File: src/rtl/key_debouncer_pkg.sv
// Shared definitions for the push-button debouncer: per-key FSM states,
// 100 MHz default timing constants and the counter-width helper.
package key_debouncer_pkg;

  localparam int DEFAULT_NUM_KEYS        = 2;
  localparam int DEFAULT_DEBOUNCE_CYCLES = 1_000_000;    // 10 ms at 100 MHz
  localparam int DEFAULT_HOLD_CYCLES     = 100_000_000;  // 1 s at 100 MHz

  typedef enum logic [1:0] {
    ST_RELEASED    = 2'd0,
    ST_PRESS_CHK   = 2'd1,
    ST_PRESSED     = 2'd2,
    ST_RELEASE_CHK = 2'd3
  } key_state_e;

  // Both per-key counters share one width, large enough to hold the hold threshold.
  function automatic int cnt_width(input int hold_cycles);
    return $clog2(hold_cycles + 1);
  endfunction

endpackage

File: src/rtl/key_debouncer_if.sv
// Key bundle between board pins and the debouncer: raw active-low keys in,
// debounced level, press/release strobes and hold flags out.
interface key_debouncer_if #(
  parameter int NUM_KEYS = key_debouncer_pkg::DEFAULT_NUM_KEYS
);

  logic [NUM_KEYS-1:0] key_i;
  logic [NUM_KEYS-1:0] key_o;
  logic [NUM_KEYS-1:0] press_o;
  logic [NUM_KEYS-1:0] release_o;
  logic [NUM_KEYS-1:0] hold_o;

  modport master (
    output key_i,
    input  key_o,
    input  press_o,
    input  release_o,
    input  hold_o
  );

  modport slave (
    input  key_i,
    output key_o,
    output press_o,
    output release_o,
    output hold_o
  );

endinterface

File: src/rtl/key_debouncer_cell.sv
// One key: 2-flop synchroniser, stability-window FSM, long-press timer and
// four registered outputs (level, press strobe, release strobe, hold flag).
module key_debouncer_cell
  import key_debouncer_pkg::*;
#(
  parameter int DEBOUNCE_CYCLES = DEFAULT_DEBOUNCE_CYCLES,
  parameter int HOLD_CYCLES     = DEFAULT_HOLD_CYCLES
) (
  input  logic clk,
  input  logic rst_n,
  input  logic key_raw,
  output logic key_level,
  output logic press_pulse,
  output logic release_pulse,
  output logic hold_flag
);

  localparam int CNT_W = cnt_width(HOLD_CYCLES);

  // The sample that opens a window already counts as the first stable one,
  // so the window closes when the counter reaches DEBOUNCE_CYCLES-2.
  localparam logic [CNT_W-1:0] DB_LAST   = CNT_W'(DEBOUNCE_CYCLES - 2);
  localparam logic [CNT_W-1:0] HOLD_LAST = CNT_W'(HOLD_CYCLES - 1);
  localparam logic [CNT_W-1:0] CNT_ONE   = CNT_W'(1);

  logic [1:0]       sync_reg;
  logic             key_s;
  key_state_e       state_reg;
  logic [CNT_W-1:0] cnt_reg;
  logic [CNT_W-1:0] hold_cnt_reg;
  logic             key_reg;
  logic             press_reg;
  logic             release_reg;
  logic             hold_reg;

  assign key_s = sync_reg[1];

  always_ff @(posedge clk or negedge rst_n) begin
    if (!rst_n) begin
      sync_reg     <= 2'b11;
      state_reg    <= ST_RELEASED;
      cnt_reg      <= '0;
      hold_cnt_reg <= '0;
      key_reg      <= 1'b1;
      press_reg    <= 1'b0;
      release_reg  <= 1'b0;
      hold_reg     <= 1'b0;
    end else begin
      sync_reg    <= {sync_reg[0], key_raw};
      press_reg   <= 1'b0;
      release_reg <= 1'b0;

      case (state_reg)
        ST_RELEASED: begin
          if (!key_s) begin
            state_reg <= ST_PRESS_CHK;
            cnt_reg   <= '0;
          end
        end

        ST_PRESS_CHK: begin
          if (key_s) begin
            state_reg <= ST_RELEASED;
          end else if (cnt_reg == DB_LAST) begin
            state_reg    <= ST_PRESSED;
            key_reg      <= 1'b0;
            press_reg    <= 1'b1;
            hold_cnt_reg <= '0;
          end else begin
            cnt_reg <= cnt_reg + CNT_ONE;
          end
        end

        ST_PRESSED: begin
          if (key_s) begin
            state_reg <= ST_RELEASE_CHK;
            cnt_reg   <= '0;
          end else if (hold_cnt_reg == HOLD_LAST) begin
            // Counter parks at the threshold so a very long press never wraps.
            hold_reg <= 1'b1;
          end else begin
            hold_cnt_reg <= hold_cnt_reg + CNT_ONE;
          end
        end

        ST_RELEASE_CHK: begin
          if (!key_s) begin
            state_reg <= ST_PRESSED;
          end else if (cnt_reg == DB_LAST) begin
            state_reg   <= ST_RELEASED;
            key_reg     <= 1'b1;
            release_reg <= 1'b1;
            hold_reg    <= 1'b0;
          end else begin
            cnt_reg <= cnt_reg + CNT_ONE;
          end
        end

        default: state_reg <= ST_RELEASED;
      endcase
    end
  end

  assign key_level     = key_reg;
  assign press_pulse   = press_reg;
  assign release_pulse = release_reg;
  assign hold_flag     = hold_reg;

endmodule

File: src/rtl/key_debouncer.sv
// Debouncer for a bank of raw active-low push buttons; one independent
// cell per key, all outputs registered inside the cells.
module key_debouncer
  import key_debouncer_pkg::*;
#(
  parameter int NUM_KEYS        = DEFAULT_NUM_KEYS,
  parameter int DEBOUNCE_CYCLES = DEFAULT_DEBOUNCE_CYCLES,
  parameter int HOLD_CYCLES     = DEFAULT_HOLD_CYCLES
) (
  input  logic           clk100_i,
  input  logic           rstn_i,
  key_debouncer_if.slave keys
);

  logic [NUM_KEYS-1:0] key_level;
  logic [NUM_KEYS-1:0] press_pulse;
  logic [NUM_KEYS-1:0] release_pulse;
  logic [NUM_KEYS-1:0] hold_flag;

  for (genvar gi = 0; gi < NUM_KEYS; gi++) begin : g_key
    key_debouncer_cell #(
      .DEBOUNCE_CYCLES (DEBOUNCE_CYCLES),
      .HOLD_CYCLES     (HOLD_CYCLES)
    ) u_cell (
      .clk           (clk100_i),
      .rst_n         (rstn_i),
      .key_raw       (keys.key_i[gi]),
      .key_level     (key_level[gi]),
      .press_pulse   (press_pulse[gi]),
      .release_pulse (release_pulse[gi]),
      .hold_flag     (hold_flag[gi])
    );
  end

  assign keys.key_o     = key_level;
  assign keys.press_o   = press_pulse;
  assign keys.release_o = release_pulse;
  assign keys.hold_o    = hold_flag;

endmodule

File: src/flat_wrapper.sv
// flat-port wrapper written by rule: the top's interface ports become plain ports
module key_debouncer_flat import key_debouncer_pkg::*;
#(
  parameter int NUM_KEYS        = DEFAULT_NUM_KEYS,
  parameter int DEBOUNCE_CYCLES = DEFAULT_DEBOUNCE_CYCLES,
  parameter int HOLD_CYCLES     = DEFAULT_HOLD_CYCLES
)
  (clk100_i, rstn_i, keys_key_i, keys_key_o, keys_press_o, keys_release_o, keys_hold_o);
  key_debouncer_if #(.NUM_KEYS(NUM_KEYS)) keys_i ();
  input  logic clk100_i;
  input  logic rstn_i;
  input wire logic [$bits(keys_i.key_i)-1:0] keys_key_i;
  output wire logic [$bits(keys_i.key_o)-1:0] keys_key_o;
  output wire logic [$bits(keys_i.press_o)-1:0] keys_press_o;
  output wire logic [$bits(keys_i.release_o)-1:0] keys_release_o;
  output wire logic [$bits(keys_i.hold_o)-1:0] keys_hold_o;
  assign keys_i.key_i = keys_key_i;
  assign keys_key_o = keys_i.key_o;
  assign keys_press_o = keys_i.press_o;
  assign keys_release_o = keys_i.release_o;
  assign keys_hold_o = keys_i.hold_o;
  key_debouncer #(.NUM_KEYS(NUM_KEYS), .DEBOUNCE_CYCLES(DEBOUNCE_CYCLES), .HOLD_CYCLES(HOLD_CYCLES)) u_core (.clk100_i(clk100_i), .rstn_i(rstn_i), .keys(keys_i));
endmodule
File: config.mk
export PLATFORM = sky130hd
export DESIGN_NAME = key_debouncer_flat
export DESIGN_NICKNAME = d
export VERILOG_FILES = /design/src/rtl/key_debouncer_pkg.sv /design/src/rtl/key_debouncer_if.sv /design/src/rtl/key_debouncer_cell.sv /design/src/rtl/key_debouncer.sv /design/src/flat_wrapper.sv
export SDC_FILE = /design/constraint.sdc
export NUM_CORES = 1
export LEC_CHECK = 0
export BUFFER_PORTS_ARGS = -buffer_cell sky130_fd_sc_hd__buf_4
export CAP_MARGIN = 15
export CORE_MARGIN = 8
export CORE_UTILIZATION = 45
export DETAILED_ROUTE_END_ITERATION = 10
export PLACE_DENSITY = 0.58
export SLEW_MARGIN = 15
export SYNTH_ARGS = -nofsm -noshare
export SYNTH_HDL_FRONTEND = slang
export SYNTH_HIERARCHICAL = 1
export SYNTH_SLANG_ARGS = --single-unit
File: constraint.sdc
create_clock -name clk100_i -period 3.4 [get_ports clk100_i]
set_input_delay 0.17 -clock clk100_i [delete_from_list [all_inputs] [get_ports clk100_i]]
set_output_delay 0.17 -clock clk100_i [all_outputs]
set_load 0.05 [all_outputs]
==> flow_summary_export.csv, run 1 <==
group,metric,value,unit
run_status,status,"finished, final reports clean",
finish,multiInputGateArea,0.00342,mm²
logic_synthesis,avgSynthCellArea,9.20,µm²
critical_path,crit_type,"reg -> reg",
finish,antennaDiodeCount,0,
clock_network,clk_pin_slew,0.05,ns
clock_network,cts_tree,"done",
logic_synthesis,synth_top_cell_area_share,43.4,%
timing,clock.fmax,353,MHz
critical_path,required,3.75,ns
logic_synthesis,synth_area_leaders,"dfrtp_1, nand2_1, and3_1",
global_route,grt_pass1_wl,27500,µm
routing,vias_per_cell,6.15,
logic_synthesis,ys_async_sr_fraction,100,%
logic_synthesis,synth_edf_count,0,
floorplan,std_cell_rows,45,
timing,period_share,83.2,%
critical_path,reg2reg_depth,5,
critical_path,regToRegSetupSlack,0.57,ns
global_route,track_usage,17.0,%
pwr,p_leak,3.22,nW
clock_network,root_buffer,"clkbuf_16",
floorplan,fp.dieArea,0.0193,mm²
timing,setup_tns,0,ns
critical_path,crit_arrival,3.18,ns
logic_synthesis,yosysMostFrequentCell,"dfrtp_1",
placement,gp_congestion,0.816,
finish,fin_util,50.7,%
clock_network,cts_num_sinks,124,
timing,hold_viol_final,0,
critical_path,reg2reg_from,"u_core/g_key[0].u_cell/hold_cnt_reg[8]$_DFFE_PN0P_",
clock_network,htreeDepth,4,
logic_synthesis,synthesis.instances,739,
logic_synthesis,yosysWarnings,6,
placement,dp_hpwl,10400,µm
finish,layout-drive-gt1-share,8.98,%
logic_synthesis,synth-seq-cells,124,
pwr,vdd_drop_max,0.387,mV
finish,fin_nets,754,
routing,wl_per_cell,16.7,µm
finish,nFillCells,1399,
floorplan,fp.dieW,139,µm
logic_synthesis,yosysSeqAreaShare,45.7,%
clock_network,clock_path_buffers,2,
logic_synthesis,syn-num-nets,749,
timing,drv_slew,0,
clock_network,insertion_delay,0.42,ns
floorplan,coreArea,0.0150,mm²
critical_path,worstReg2RegEnd,"u_core/g_key[0].u_cell/hold_cnt_reg[23]$_DFFE_PN0P_",
routing,wl,15800,µm
finish,area_delta_synth_final,11.6,%
timing,skew,0.00639,ns
pwr,powerDensity,433,mW/mm²
critical_path,crit_fanout,14,
routing,drt_pass1_iterations,5,
global_route,grt_pass1_vias,5659,
floorplan,io_pins,12,
logic_synthesis,synthFlopType,"dfrtp_1",
timing,relSlewSlack,42.4,%
logic_synthesis,synth_top_area_cell,"dfrtp_1",
routing,drt_iter0_drc,428,
finish,regArea,0.00311,mm²
placement,port_buffers,11,
timing,rsz0062_at_grt,"false",
global_route,antenna_found_initial,0,
logic_synthesis,synth_common_cells,"dfrtp_1, nand2_1, nor2_1, nand3_1, and3_1",
floorplan,die_h,139,µm
run,drv_cap,0,
timing,period_minus_slack,2.83,ns
critical_path,cp-end-kind,"flop",
critical_path,endpoint,"u_core/g_key[0].u_cell/hold_cnt_reg[23]$_DFFE_PN0P_",
floorplan,start_util,45.4,%
timing,setup_viol,0,
routing,drc,0,
global_route,grt.overflow.total,0,
timing,worstMarginPinSlew,0.864,ns
global_route,grt_max_degree,67,
critical_path,critPathLaunch,"u_core/g_key[0].u_cell/hold_cnt_reg[8]$_DFFE_PN0P_",
critical_path,cp-start-kind,"flop",
clock_network,cts_buffers,17,
routing,num_vias,5816,
clock_network,cts_resized,0,
routing,ant_nets,0,
min_path,min_path_type,"reg -> reg",
logic_synthesis,synth_cell_types,62,
logic_synthesis,synth_area,0.00680,mm²
==> routing by layer <==
layer	up-vias	part of all wire [%]	GRT usage, %	routed length [µm]
met5	-	0	0	0
met4	0	1.6	6.30	252
met3	20	4.0	4.48	629
met2	122	46	26.7	7260
met1	2857	48	22.0	7670
li1	2817	-	-	-
==> worst max-delay path, stage by stage (launching register included) <==
cell	delay (ns)
dfrtp_1	0.45
or4b_2	0.65
nor4_1	0.43
a31oi_2	0.40
a21oi_2	0.59
a221o_1	0.25
==> power breakdown <==
group | total, mW | internal [mW] | switching [mW]
sequential | 1.54 | 1.50 | 0.0326
combinational | 0.108 | 0.0360 | 0.0716
clock | 1.65 | 1.03 | 0.618
==> cell type report <==
cell class                 instances  area share (%)
inverter                          25            1.24
multi-input combinational        553            45.1
sequential                       124            41.0
clock inverter                     2           0.132
timing repair buffer              23            2.54
tap                              188            3.10
clock buffer                      30            6.91
==> how the worst min path moves through the flow <==
stage                                                       from                                           end  slack (ns)  depth (start not counted)
finish              u_core/g_key[1].u_cell/sync_reg[0]$_DFF_PN1_  u_core/g_key[1].u_cell/sync_reg[1]$_DFF_PN1_        0.36                          0
global route        u_core/g_key[1].u_cell/sync_reg[0]$_DFF_PN1_  u_core/g_key[1].u_cell/sync_reg[1]$_DFF_PN1_        0.36                          0
CTS                 u_core/g_key[1].u_cell/sync_reg[0]$_DFF_PN1_  u_core/g_key[1].u_cell/sync_reg[1]$_DFF_PN1_        0.36                          0
detailed placement                                 keys_key_i[1]  u_core/g_key[1].u_cell/sync_reg[0]$_DFF_PN1_        0.28                          1
global placement                                   keys_key_i[0]  u_core/g_key[0].u_cell/sync_reg[0]$_DFF_PN1_        0.28                          1
floorplan                                                 rstn_i                    asynchronous set/reset pin       -0.13                          0
==> repair_timing <==
action	in CTS	in global routing
setup buffers	0	0
hold buffers	3	0
endpoints found under the hold margin	64	0
==> logic make-up (layout without fill, tap and decap cells) <==
kind of cell / Yosys count / count (layout) / synth area share [%]
fa+ha+maj: 6 / 6 / 1.10
mux: 3 / 3 / 0.460
compound gates: 171 / 171 / 17.3
simple gates: 351 / 351 / 28.5
flops: 124 / 124 / 45.7
xor+xnor: 22 / 22 / 2.83
buf+inv: 62 / 80 / 4.07
==> layout by cell type, fill, tap and decap left out, drive strengths merged, types with 4 or more instances in the layout <==
cell and instances:
dfrtp 118, nand2 73, nor2 49, nand3 39, and3 35, a21oi 35
a31oi 31, o21ai 31, clkbuf 30, nand4 29, inv 25, nor4 22
nor3 21, buf 20, or4 18, xnor2 18, and4 14, a211o 12
o31ai 11, or3 11, o211ai 10, nand2b 10, nand3b 7, o221ai 6
a41oi 6, a221o 6, ha 6, dfstp 6, nor4b 5, nor2b 4
o211a 4, a22o 4, nor3b 4, xor2 4
==> stage by stage <==
step	setup WS, ns	power [mW]	std cells	hold slack [ns]	area (µm²)
after floorplan	0.970	1.61	739	-0.126	6800
after global placement	0.707	1.66	910	0.280	7020
after detailed placement	0.584	1.67	910	0.279	7020
after CTS	0.576	3.33	945	0.356	7590
after global routing	0.383	3.42	945	0.357	7590
final	0.570	3.29	945	0.356	7590
Note: power is estimated with default switching activity, not from simulation.
==> run 2: changes to the inputs <==
--- a/config.mk
+++ b/config.mk
@@ -10,7 +10,7 @@
 export CORE_MARGIN = 8
 export CORE_UTILIZATION = 45
 export DETAILED_ROUTE_END_ITERATION = 10
-export PLACE_DENSITY = 0.58
+export PLACE_DENSITY = 0.61
 export SLEW_MARGIN = 15
 export SYNTH_ARGS = -nofsm -noshare
 export SYNTH_HDL_FRONTEND = slang
==> constraint.sdc (replaced) <==
create_clock -name clk100_i -period 2.5 [get_ports clk100_i]
set_input_delay 0.125 -clock clk100_i [delete_from_list [all_inputs] [get_ports clk100_i]]
set_output_delay 0.125 -clock clk100_i [all_outputs]
set_load 0.05 [all_outputs]
==> run 2 against run 1 <==
Core utilization rose by 2.3 points. Critical path depth did not move. Clock skew rose by 0.0012 ns. Final cell count rose by 2.8%. Fmax rose by 19%. Sequential cell count did not move.
==> flow_summary_export.csv, run 2 (synthesized netlist as in run 1, its figures left out) <==
group,metric,value,unit
run_status,status,"finished, final reports clean",
timing,period_minus_slack,2.38,ns
routing,wl,16400,µm
timing,skew,0.00763,ns
routing,wl_per_cell,16.9,µm
run,drv_cap,0,
placement,port_buffers,11,
pwr,p_leak,3.41,nW
global_route,grt.overflow.total,0,
finish,fin_nets,780,
global_route,grt_pass1_wl,27900,µm
finish,antennaDiodeCount,0,
placement,dp_hpwl,10900,µm
critical_path,cp-start-kind,"flop",
critical_path,cp.buffers_inverters,0,
placement,placed_area,0.00723,mm²
timing,worstMarginPinSlew,0.658,ns
routing,ant_nets,0,
critical_path,reg2reg_from,"u_core/g_key[0].u_cell/cnt_reg[21]$_DFFE_PN0P_",
clock_network,post_cts_buffers,0,
placement,gp_congestion,0.853,
timing,setup_viol,0,
pwr,vdd_drop_max,0.466,mV
finish,final_cell_mix,"dfrtp_1, nand2_1, nor2_1",
critical_path,crit_path_frequent_cell,"or4_4",
routing,drt_iter0_drc,448,
placement,dp_slack,-0.0565,ns
critical_path,critPathMaxStageDelay,0.54,ns
timing,relSlewSlack,55.8,%
timing,rsz0062_at_grt,"false",
timing,clock.fmax,421,MHz
finish,final_common_cell,"dfrtp_1",
routing,num_vias,5979,
timing,period_share,95.0,%
timing,fin_ws,0.124,ns
global_route,antenna_found_initial,0,
global_route,grt_max_degree,46,
critical_path,worstReg2RegEnd,"u_core/g_key[0].u_cell/hold_cnt_reg[2]$_DFFE_PN0P_",
finish,area_delta_synth_final,16.7,%
critical_path,crit_slowest_cell,"or4_1",
critical_path,cp_top_family,"simple AND/OR/NAND/NOR gates",
floorplan,die_h,139,µm
routing,vias_per_cell,6.16,
critical_path,crit_type,"reg -> reg",
clock_network,clk_pin_slew,0.06,ns
routing,drc,0,
clock_network,cts_num_sinks,124,
critical_path,crit_fanout,11,
critical_path,regToRegSetupSlack,0.12,ns
critical_path,reg2reg_depth,5,
finish,nFillCells,1348,
clock_network,cts_tree,"done",
critical_path,cp-end-kind,"flop",
critical_path,path_cells,"or4_1 -> or4_4 -> or4_4 -> nand2_4 -> a31oi_1",
floorplan,coreArea,0.0150,mm²
min_path,min_path_type,"in -> async",
floorplan,fp.dieArea,0.0193,mm²
clock_network,cts_buffers,17,
critical_path,crit_arrival,2.66,ns
clock_network,clock_path_buffers,2,
floorplan,io_pins,12,
finish,layout-drive-gt1-share,13.4,%
timing,hold_viol_final,0,
floorplan,start_util,45.4,%
floorplan,fp.dieW,139,µm
global_route,grt_pass1_vias,5743,
finish,design_area,0.00794,mm²
clock_network,root_buffer,"clkbuf_16",
timing,setup_tns,0,ns
global_route,track_usage,17.4,%
routing,drt_pass1_iterations,7,
clock_network,htreeDepth,4,
pwr,powerDensity,629,mW/mm²
clock_network,insertion_delay,0.42,ns
critical_path,required,2.79,ns
floorplan,std_cell_rows,45,
timing,drv_slew,0,
[run 2: cell count changes in the layout (fill, tap and decap cells not counted), sizes merged]
cell / before / now
buf: 20 / 46
bufinv: 0 / 5
clkbuf: 30 / 20
clkinv: 2 / 6
clkinvlp: 0 / 1
[run 2: layer usage]
layer / vias up / global-route usage, % / routed length (µm)
li1: 2863 / - / -
met1: 2945 / 21.7 / 7480
met2: 151 / 28.6 / 7910
met3: 20 / 4.51 / 746
met4: 0 / 6.01 / 270
met5: - / 0 / 0
[run 2: report_power, final]
part / total, mW / internal, mW / leakage [nW] / switching, mW
sequential: 2.08 / 2.04 / 1.70 / 0.0415
clock: 2.75 / 1.84 / 0.326 / 0.907
combinational: 0.160 / 0.0549 / 1.39 / 0.105
[run 2: through the flow]
step	hold WS, ns	util (%)	power [mW]	cells
2_1_floorplan	-0.171	-	2.19	739
3_3_place_gp	0.129	48.3	2.27	936
3_5_place_dp	0.127	48.3	2.28	936
4_1_cts	0.229	52.9	5.04	971
5_1_grt	0.267	53.0	5.16	971
6_report	0.214	53.0	4.99	971
[run 2: worst max-delay path by stage]
stage / slack (ns) / cells after the start / endpoint / startpoint
after CTS: 0.005 / 6 / u_core/g_key[1].u_cell/hold_cnt_reg[17]$_DFFE_PN0P_ / u_core/g_key[1].u_cell/hold_cnt_reg[1]$_DFFE_PN0P_
after global routing: 0.02 / 7 / u_core/g_key[0].u_cell/hold_cnt_reg[25]$_DFFE_PN0P_ / u_core/g_key[0].u_cell/hold_cnt_reg[11]$_DFFE_PN0P_
final: 0.12 / 5 / u_core/g_key[0].u_cell/hold_cnt_reg[2]$_DFFE_PN0P_ / u_core/g_key[0].u_cell/cnt_reg[21]$_DFFE_PN0P_
after floorplan: 0.07 / 8 / u_core/g_key[0].u_cell/hold_cnt_reg[13]$_DFFE_PN0P_ / u_core/g_key[0].u_cell/cnt_reg[21]$_DFFE_PN0P_
after detailed placement: -0.06 / 5 / u_core/g_key[0].u_cell/hold_cnt_reg[19]$_DFFE_PN0P_ / u_core/g_key[0].u_cell/cnt_reg[21]$_DFFE_PN0P_
after global placement: -0.02 / 5 / u_core/g_key[0].u_cell/hold_cnt_reg[13]$_DFFE_PN0P_ / u_core/g_key[0].u_cell/cnt_reg[21]$_DFFE_PN0P_
[run 2: layout make-up]
class	instances	area, µm²	share of cell area, %
Multi-Input combinational cell	553	3440	43.3
Clock buffer	20	467	5.88
Inverter	25	93.8	1.18
Timing Repair Buffer	49	400	5.05
Tap cell	188	235	2.96
Sequential cell	124	3110	39.2
Clock inverter	12	191	2.41
[run 2: repair_timing]
| action | in CTS | in global routing |
|---|---|---|
| hold buffers | 3 | 0 |
| gates resized for setup | 1 | 3 |
| endpoints found under the setup margin | 13 | 26 |
| hold endpoints to repair | 32 | 0 |
